File: src/rtl/hex_scan_ctrl.sv
// hex_scan_ctrl: multiplexed 7-segment scan controller with frame-aligned loads; HEXSCAN_BLINK_EN adds blinking
module hex_scan_ctrl #(
    parameter int DIGITS   = 4,
    parameter int SCAN_DIV = 1000,
    parameter int GUARD    = 2
`ifdef HEXSCAN_BLINK_EN
    , parameter int BLINK_FRAMES = 64
`endif
) (
    input  logic                  CLK,
    input  logic                  RST,
    input  logic [4*DIGITS-1:0]   VALUE,
    input  logic                  LOAD,
    output logic                  READY,
    input  logic                  BLANK_LZ,
    output logic [3:0]            NUM,
    output logic                  ENABLED,
    output logic [DIGITS-1:0]     nDIG,
    output logic                  FRAME
`ifdef HEXSCAN_BLINK_EN
    , input  logic                BLINK
`endif
);
    localparam int PW = $clog2(SCAN_DIV);
    localparam int DW = $clog2(DIGITS);
    logic [PW-1:0]         p;
    logic [DW-1:0]         d;
    logic [4*DIGITS-1:0]   disp, pend;
    logic                  pending;
    logic [DIGITS-1:0]     nz;
    logic                  blanked, blink_off, p_end, frame_end, accept, dark;
`ifdef HEXSCAN_BLINK_EN
    localparam int FW = $clog2(2 * BLINK_FRAMES);
    logic [FW-1:0]         f;
`endif
    assign p_end     = p == PW'(SCAN_DIV - 1);
    assign frame_end = p_end && d == DW'(DIGITS - 1);
    assign accept    = LOAD && READY;
    assign dark      = p < PW'(GUARD) || blink_off;
    // per-digit nonzero flags drive leading-zero blanking; blink darkens whole frames
    always_comb begin
        nz = '0;
        for (int i = 0; i < DIGITS; i++) nz[i] = |disp[4*i +: 4];
        blanked = BLANK_LZ && d != '0 && ~|(nz >> d);
`ifdef HEXSCAN_BLINK_EN
        blink_off = BLINK && f >= FW'(BLINK_FRAMES);
`else
        blink_off = 1'b0;
`endif
    end
    // scan counters, load handshake with frame-end apply, and registered display outputs
    always_ff @(posedge CLK) begin
        if (RST) begin
            p       <= '0;
            d       <= '0;
            disp    <= '0;
            pend    <= '0;
            pending <= 1'b0;
            READY   <= 1'b1;
            FRAME   <= 1'b0;
            NUM     <= '0;
            ENABLED <= 1'b0;
            nDIG    <= '1;
`ifdef HEXSCAN_BLINK_EN
            f       <= '0;
`endif
        end else begin
            p     <= p_end ? '0 : p + 1'b1;
            d     <= p_end ? (d == DW'(DIGITS - 1) ? '0 : d + 1'b1) : d;
            FRAME <= frame_end;
            if (frame_end && pending) begin
                disp    <= pend;
                pending <= 1'b0;
            end else if (accept) begin
                pend    <= VALUE;
                pending <= 1'b1;
            end
            // READY returns one cycle after the apply so it stays low through the FRAME cycle
            READY <= accept ? 1'b0 : !pending;
            if (dark) begin
                nDIG    <= '1;
                ENABLED <= 1'b0;
            end else begin
                NUM     <= disp[4*d +: 4];
                nDIG    <= blanked ? '1 : ~(DIGITS'(1) << d);
                ENABLED <= !blanked;
            end
`ifdef HEXSCAN_BLINK_EN
            if (frame_end) f <= f == FW'(2 * BLINK_FRAMES - 1) ? '0 : f + 1'b1;
`endif
        end
    end
endmodule

File: config.mk
export PLATFORM = sky130hd
export DESIGN_NAME = hex_scan_ctrl
export DESIGN_NICKNAME = d
export VERILOG_FILES = /design/src/rtl/hex_scan_ctrl.sv
export SDC_FILE = /design/constraint.sdc
export NUM_CORES = 1
export LEC_CHECK = 0
export ABC_CLOCK_PERIOD_IN_PS = 2300
export BUFFER_PORTS_ARGS = -buffer_cell sky130_fd_sc_hd__buf_2
export CORE_AREA = 3 3 77 79
export CTS_CLUSTER_DIAMETER = 100
export DETAILED_ROUTE_END_ITERATION = 8
export DIE_AREA = 0 0 80 82
export GPL_ROUTABILITY_DRIVEN = 0
export SLEW_MARGIN = 15
export SYNTH_ARGS = -nofsm -noshare
export SYNTH_HDL_FRONTEND = slang
export SYNTH_SLANG_ARGS = --single-unit
File: constraint.sdc
create_clock -name CLK -period 2.3 [get_ports CLK]
set_input_delay 0.23 -clock CLK [delete_from_list [all_inputs] [get_ports CLK]]
set_output_delay 0.23 -clock CLK [all_outputs]
set_load 0.05 [all_outputs]
# After elaboration in Yosys (flattened, before gate mapping)
# Index checks and enable logic that the tools add are counted.
[totals]
elab_cells = 41
out_inout_bits = 11
register_bits = 56
[op_classes]
muxes = 2
n_shift = 3
add_sub_neg = 2
eq_ne = 2
n_reduce_logical = 19
bitwise = 2
n_lt_le_gt_ge = 1
[ops]
columns = ["cell", "n"]
rows = [
  ["4-bit OR reduction", 5],
  ["16-bit by 5-bit variable part select with 4-bit output", 1],
  ["10-bit by 1-bit adder with 10-bit output, second input constant", 1],
  ["10-bit equality test, second input constant", 1],
  ["10-bit by 2-bit less-than comparator with 1-bit output, second input constant", 1],
  ["2-bit OR reduction", 3],
  ["1-bit logical AND", 5],
  ["4-bit NOT", 1],
  ["1-bit by 2-bit << shifter with 4-bit output, first input constant", 1],
  ["4-bit by 2-bit >> shifter with 4-bit output", 1],
  ["1-bit zero test", 3],
  ["3-bit OR reduction", 1],
  ["2-bit by 1-bit adder with 2-bit output, second input constant", 1],
  ["2-bit equality test, second input constant", 1],
  ["2-bit 2-to-1 mux", 1],
  ["2-bit AND reduction", 1],
  ["2-bit nonzero test", 1],
  ["1-bit 2-to-1 mux", 1],
  ["1-bit NOT", 1],
]

# Longest topological paths before layout
# Gate-level depths: netlist of the first run.
[depth]
word_depth = 6
ltp_mapped = 7
depth_no_buf = 5

# Worst setup path before layout of the first run
# OpenSTA, ideal clock, no wires.
[synth_timing]
kind = "register -> register"
start = "register p[0]"
end = "register pend[10]"
n_path_buf = 2
setup_ps = 72
period_less_slack_ps = 1699
t_required_ps = 2228
slack_ps = 601
arrival_time_ps = 1627
stages_incl_launch_ff = 8
cell_sequence = "dfxtp_1 ha_1 nand4bb_1 nor4_1 buf_4 nor2_2 buf_4 mux2i_1"
[synth_via]
elab_chain_cells = 5
[synth_lines]
columns = ["element", "line", "text"]
rows = [
  ["from (decl)", "26", "logic [PW-1:0] p;"],
  ["from (signal assigned)", "68", "p <= p_end ? '0 : p + 1'b1;"],
  ["10-bit equality test", "36", "assign p_end = p == PW'(SCAN_DIV - 1);"],
  ["1-bit logical AND", "37", "assign frame_end = p_end && d == DW'(DIGITS - 1);"],
  ["1-bit logical AND", "71", "if (frame_end && pending) begin"],
  ["1-bit NOT (no line)", "-", ""],
  ["2-bit AND reduction (no line)", "-", ""],
  ["to (signal assigned)", "57", "pend <= '0;"],
  ["to (signal assigned)", "75", "pend <= VALUE;"],
  ["to (decl)", "28", "logic [4*DIGITS-1:0] disp, pend;"],
]
# Every way passes these cells.
# A chain may end at the register's enable or synchronous reset.

# Worst setup path after layout of the first run
[layout_timing]
start = "register p[0]"
end = "register pend[3]"
# The elaborated chain is that of the path after synthesis.

==> flow_metrics.tcl, run 1 <==
set metrics [dict create \
    status "finished clean" \
    yosysSeqAreaShare_pct 47.41 \
    clk_pin_slew_ns 0.10 \
    ys_warn_count 0 \
    vias_per_cell 4.848 \
    cts_tree "yes" \
    syn_to_final_growth_pct 13.55 \
    maxCapViolCount 0 \
    initial_utilization_pct 43.75 \
    ios 31 \
    cts_buffers 5 \
    cts.sinks 56 \
    cp_slowest_stage_delay_ns 0.85 \
    port_buffers 30 \
    synth_xor_area_share_pct 2.963 \
    diodes 0 \
    dieArea_sq_um 6560 \
    synth_cells 233 \
    hp-start "VALUE[11]" \
    max-vdd-ir-drop_uv 358.3 \
    reg2reg_depth 5 \
    regToRegEndpoint "pend[3]" \
    use_met1_pct 18.56 \
    drc 0 \
    grt_start_max_net_pins 34 \
    finalHoldViolCount 0 \
    worstReg2RegStart "p[0]" \
    setup_tns_ns 0 \
    num_vias 1629 \
    dieHeight_um 82 \
    cp_slowest_cell "nor2_2" \
    netlist_top_cells_area "dfxtp_1 (47%), mux2i_1 (16%), nand2b_1 (8.7%)" \
    synth.avg_cell_area_sq_um 10.15 \
    cts-root-buf "clkbuf_8" \
    synth_top_family_by_area "simple AND/OR/NAND/NOR gates" \
    setup_viol 0 \
    path_cells "ha_1 -> nand4bb_1 -> nor4_2 -> nor2_2 -> mux2i_1" \
    routedWlPerCell_um 12.53 \
    leakagePower_nw 1.036 \
    fmax_ghz 0.4984 \
    post-cts-setup-buffer-count 0 \
    maxSlewViolCount 0 \
    grtUsageMet2_pct 19.78 \
    syn-cell-area_sq_um 2365 \
    clock_path_buffers 2 \
    required_ns 2.55 \
    rows 27 \
    hold_path_end "pend[11]" \
    grt_pass1_vias 1439 \
    die_w_um 80 \
    antenna_found_initial 0 \
    synthMuxAreaShare_pct 19.47 \
    worstHoldPathCells 3 \
    synth-simple-area-share_pct 23.44 \
    period_needed_ns 2.006 \
    clk_latency_ns 0.32 \
    rsz0062_at_grt "no" \
    use_met3_pct 3.838 \
    place_ws_ns 0.2981 \
    track_usage_pct 13.63 \
    ys_ff_latch 56 \
    arrival_ns 2.25 \
    core_sq_um 5405 \
    grt-ovfl-total 0 \
    grt_first_pass_wirelength_um 6831 \
    h-tree-depth 2 \
    yosysTopAreaCellShare_pct 47.41 \
    end_kind "register" \
    ant_nets 0 \
    ctsHoldBuffers 0 \
    multi_input_area_sq_um 1182 \
    r2r_slack_ns 0.29 \
    dpl.hpwl_um 2902 \
    final_area_sq_um 2685 \
    first_iter_violations 38 \
    timing.final.ws_setup_ns 0.2936 \
    fin_nets 288 \
    routed_wl_um 4209 \
    busiest_layer "met2" \
    drive_gt1_share_pct 20.08 \
    synth_nets 258 \
    pwr_density_cell_nw_per_um2 634.4 \
    register_area_sq_um 1121 \
    ys_types 27 \
    cp_max_fo 16 \
    synth_top_area_cell "dfxtp_1" \
    fillers 520 \
    slew-limit-headroom_pct 26.18 \
    final_util_pct 49.68 \
    synthAdderAreaFrac_pct 2.646 \
    dpl_cell_area_sq_um 2592 \
    worstMarginPinSlew_ns 1.106 \
    timing.final.crit_share_pct 87.23 \
    post_cts_resized 0 \
    first_pass_iters 4 \
    hold_path_class "primary input to register" \
    crit_type "register to register" \
    synth_compound_area_share_pct 1.217 \
    startpoint_type "register" \
    finalClockSkew_ns 0.008196 \
]
[logic make-up (layout without fill, tap and decap cells)]
logic type / after synthesis / count (layout)
flops: 56 / 56
buf+inv: 15 / 46
compound gates: 5 / 5
xor+xnor: 8 / 8
simple gates: 103 / 103
mux: 41 / 41
fa+ha+maj: 5 / 5
[placed cells by master, fill, tap and decap left out, types with 2 or more instances in the layout]
| cell type | netlist | final |
|---|---|---|
| a21oi_1 | 3 | 3 |
| buf_2 | 0 | 30 |
| buf_4 | 3 | 5 |
| clkbuf_8 | 0 | 5 |
| clkinvlp_4 | 0 | 2 |
| dfxtp_1 | 56 | 56 |
| ha_1 | 5 | 5 |
| inv_1 | 3 | 3 |
| mux2i_1 | 37 | 37 |
| mux4_2 | 4 | 4 |
| nand2_1 | 8 | 8 |
| nand2b_1 | 33 | 33 |
| nand3_1 | 8 | 8 |
| nor2_1 | 34 | 34 |
| nor2_2 | 2 | 2 |
| nor3_1 | 2 | 2 |
| nor4_1 | 6 | 5 |
| or3_1 | 3 | 3 |
| xnor2_1 | 6 | 6 |
| xor2_1 | 2 | 2 |
[synth_stat cells]
master / n
mux2i_1: 37
and2_1: 1
nor2_2: 2
nor2_1: 34
a211o_1: 1
xor2_1: 2
a21oi_1: 3
nor4_4: 1
nor3_1: 2
nand3b_1: 1
clkbuf_1: 9
or2_2: 1
dfxtp_1: 56
or3_1: 3
xnor2_1: 6
inv_1: 3
nand2b_1: 33
ha_1: 5
nor3b_1: 1
nand2_1: 8
nand4bb_1: 1
o21ai_0: 1
nor4_1: 6
mux4_2: 4
or4_4: 1
nand3_1: 8
buf_4: 3
[worst max-delay path by stage]
stage	from	endpoint	slack [ns]	cells past startpoint
6_report	p[0]	pend[3]	0.29	5
5_1_grt	p[1]	pend[9]	0.14	5
4_1_cts	p[0]	pend[3]	0.26	5
3_5_place_dp	p[0]	pend[3]	0.30	5
3_3_place_gp	p[0]	pend[3]	0.34	5
2_1_floorplan	p[0]	pend[10]	0.60	7
[power breakdown]
group	internal (W)	leakage, nW	switching [W]
Sequential	0.000999	0.455	0.0000175
Combinational	0.0000624	0.540	0.0000782
Clock	0.000216	0.0404	0.000330
Total	0.00128	1.04	0.000425
[per-layer routing]
layer	part of all wire (%)	vias up
li1	-	847
met1	51	746
met2	43	28
met3	4.2	8
met4	1.9	0
met5	0	-
[final cells by class]
class,count,area share [%]
inverter,3,0.4194
sequential,56,41.75
clock buffer,5,2.563
clock inverter,3,0.8854
multi-input combinational,162,44.04
tap,72,3.355
timing repair buffer,35,6.990
[state kept, by name, summed over array words and instances, names as in the netlist]
signal,flops
pending,1
pend,16
nDIG,4
ENABLED,1
p,10
FRAME,1
disp,16
d,2
NUM,4
READY,1
[stage by stage]
stage               power (W)  hold slack (ns)  cells
CTS                  0.001724           0.1448    336
global placement     0.001179           0.4473    328
floorplan            0.001139           0.3853    233
detailed placement   0.001181           0.4530    328
finish               0.001703           0.1538    336
global route         0.001778           0.1416    336
[worst max-delay path: cells and delay by family (launching register included)]
family	cells	cell delay (ns)
adder cells (fa/ha/maj)	1	0.24
flip-flops	1	0.34
multiplexers	1	0.27
AND/OR/NAND/NOR	3	1.08
No activity file was read; power rests on OpenSTA's default activity.
==> run 2: changes to the inputs <==
- ABC_CLOCK_PERIOD_IN_PS: 2300 -> 2500
- clock period: 2.3 -> 2.5 ns (I/O delays scaled with it)
==> run 2 against run 1 <==
Net effect:
- non-clock buffer count shrank 2
- clock skew is 0.00098 ns lower
- routed wire length is 3.6% lower
- combinational power fell by 9%
- power is 7.7% lower
- critical path depth did not move
- critical path type unchanged
- largest cell class unchanged
- largest power group unchanged
- highest routed layer unchanged
==> flow_metrics.tcl, run 2 (synthesis results as in run 1) <==
set metrics [dict create \
    status "finished clean" \
    finalHoldViolCount 0 \
    end_kind "register" \
    leakagePower_nw 1.035 \
    cp_slowest_cell "nor2_2" \
    vias_per_cell 4.772 \
    crit_type "register to register" \
    pwr-share-comb_pct 8.1 \
    grt_start_max_net_pins 31 \
    slew-limit-headroom_pct 26.27 \
    period_needed_ns 2.077 \
    regToRegEndpoint "pend[5]" \
    crit_end "pend[5]" \
    routed-wl-met2_um 1729 \
    first_iter_violations 56 \
    post_cts_resized 0 \
    cp_max_fo 16 \
    syn_to_final_growth_pct 13.07 \
    dieArea_sq_um 6560 \
    required_ns 2.73 \
    top_layer "met4" \
    rsz0062_at_grt "no" \
    max-vdd-ir-drop_uv 281.8 \
    arrival_ns 2.31 \
    clkPwrFrac_pct 32.4 \
    drive_gt1_share_pct 19.16 \
    critical_path.startpoint "d[0]" \
    core_sq_um 5405 \
    layout_top_registers "disp (16), pend (16), p (10)" \
    die_w_um 80 \
    grt_first_pass_wirelength_um 6893 \
    maxCapViolCount 0 \
    final_cell_mix "dfxtp_1 (56), mux2i_1 (37), nor2_1 (34)" \
    path_cells "ha_1 -> nand2_1 -> nor4_2 -> nor2_2 -> mux2i_1" \
    initial_utilization_pct 43.75 \
    clk_pin_slew_ns 0.09 \
    cts_tree "yes" \
    post-cts-setup-buffer-count 0 \
    diodes 0 \
    ctsHoldBuffers 0 \
    rows 27 \
    dp.cells 326 \
    routedWlPerCell_um 12.18 \
    pwr_density_cell_nw_per_um2 588.2 \
    final_util_pct 49.47 \
    switching_power_w 0.0003492 \
    hold_path_class "primary input to register" \
    antenna_found_initial 0 \
    dieHeight_um 82 \
    cp_slowest_stage_delay_ns 0.85 \
    seqPwrFrac_pct 59.4 \
    grt_pass1_vias 1466 \
    setup_viol 0 \
    num_vias 1589 \
    port_buffers 30 \
    r2r_slack_ns 0.42 \
    clock_path_buffers 2 \
    worstMarginPinSlew_ns 1.105 \
    swShare_pct 22.21 \
    setup_tns_ns 0 \
    h-tree-depth 2 \
    maxSlewViolCount 0 \
    routed_wl_um 4057 \
    clk_latency_ns 0.30 \
    routedLengthMet1_um 2059 \
    final_cells 333 \
    reg2reg_depth 5 \
    timing.final.crit_share_pct 83.06 \
    cts-root-buf "clkbuf_8" \
    drc 0 \
    ant_nets 0 \
    fin_nets 286 \
    wl_met3_um 206 \
    worstReg2RegStart "d[0]" \
    dpl.hpwl_um 2857 \
    cts.sinks 56 \
    finalClockSkew_ns 0.007215 \
    p_int_w 0.001223 \
    first_pass_iters 4 \
    grt-ovfl-total 0 \
    startpoint_type "register" \
    track_usage_pct 13.55 \
    final_common_cell "dfxtp_1" \
    fmax_ghz 0.4816 \
    cts_buffers 5 \
    ios 31 \
]
## run 2: cell count changes in the layout (fill, tap and decap cells not counted), sizes merged
| cell | delta |
|---|---|
| buf | -2 |
| clkinvlp | -2 |
| clkinv | -1 |
| clkbuf | +2 |
## run 2: per-stage QoR
stage | setup WS, ns | total power (W) | hold slack, ns | instance area, sq um
floorplan | 0.8011 | 0.001048 | 0.4053 | 2365
detailed placement | 0.3783 | 0.001087 | 0.4530 | 2577
CTS | 0.3530 | 0.001601 | 0.1850 | 2674
global placement | 0.4633 | 0.001085 | 0.4493 | 2577
global route | 0.2016 | 0.001645 | 0.1890 | 2674
finish | 0.4235 | 0.001573 | 0.1979 | 2674
## run 2: critical path: cells and delay by family, from the launching register on
kind | cells | cell delay (ns)
flip-flops | 1 | 0.43
multiplexers | 1 | 0.27
adder cells (fa/ha/maj) | 1 | 0.30
AND/OR/NAND/NOR | 3 | 0.99
## run 2: how the worst min path moves through the flow
| stage | from | depth (start not counted) | to | slack, ns |
|---|---|---|---|---|
| final | VALUE[6] | 3 | pend[6] | 0.20 |
| after global routing | VALUE[6] | 3 | pend[6] | 0.19 |
| after CTS | VALUE[6] | 3 | pend[6] | 0.19 |
| after detailed placement | p[0] | 1 | p[0] | 0.45 |
| after global placement | p[0] | 1 | p[0] | 0.45 |
| after floorplan | VALUE[10] | 2 | pend[10] | 0.41 |
## run 2: area by class of cell
| type | instances | area, sq um |
|---|---|---|
| Tap cell | 72 | 90.09 |
| Inverter | 3 | 11.26 |
| Fill cell | 500 | 2731 |
| Sequential cell | 56 | 1121 |
| Timing Repair Buffer | 33 | 172.7 |
| Multi-Input combinational cell | 162 | 1182 |
| Clock buffer | 7 | 96.34 |
## run 2: routing by layer
| layer | vias to the layer above | GRT usage (%) |
|---|---|---|
| met4 | 0 | 5.405 |
| li1 | 841 | - |
| met5 | - | 0 |
| met3 | 5 | 3.728 |
| met2 | 27 | 20.78 |
| met1 | 716 | 18.06 |
## run 2: power by group through the flow
stage	clock network, W	registers (W)	logic [W]
global placement	0	0.000956	0.000129
floorplan	0	0.000968	0.0000806
global route	0.000564	0.000939	0.000142
finish	0.000510	0.000935	0.000128
CTS	0.000535	0.000935	0.000131
detailed placement	0	0.000956	0.000130
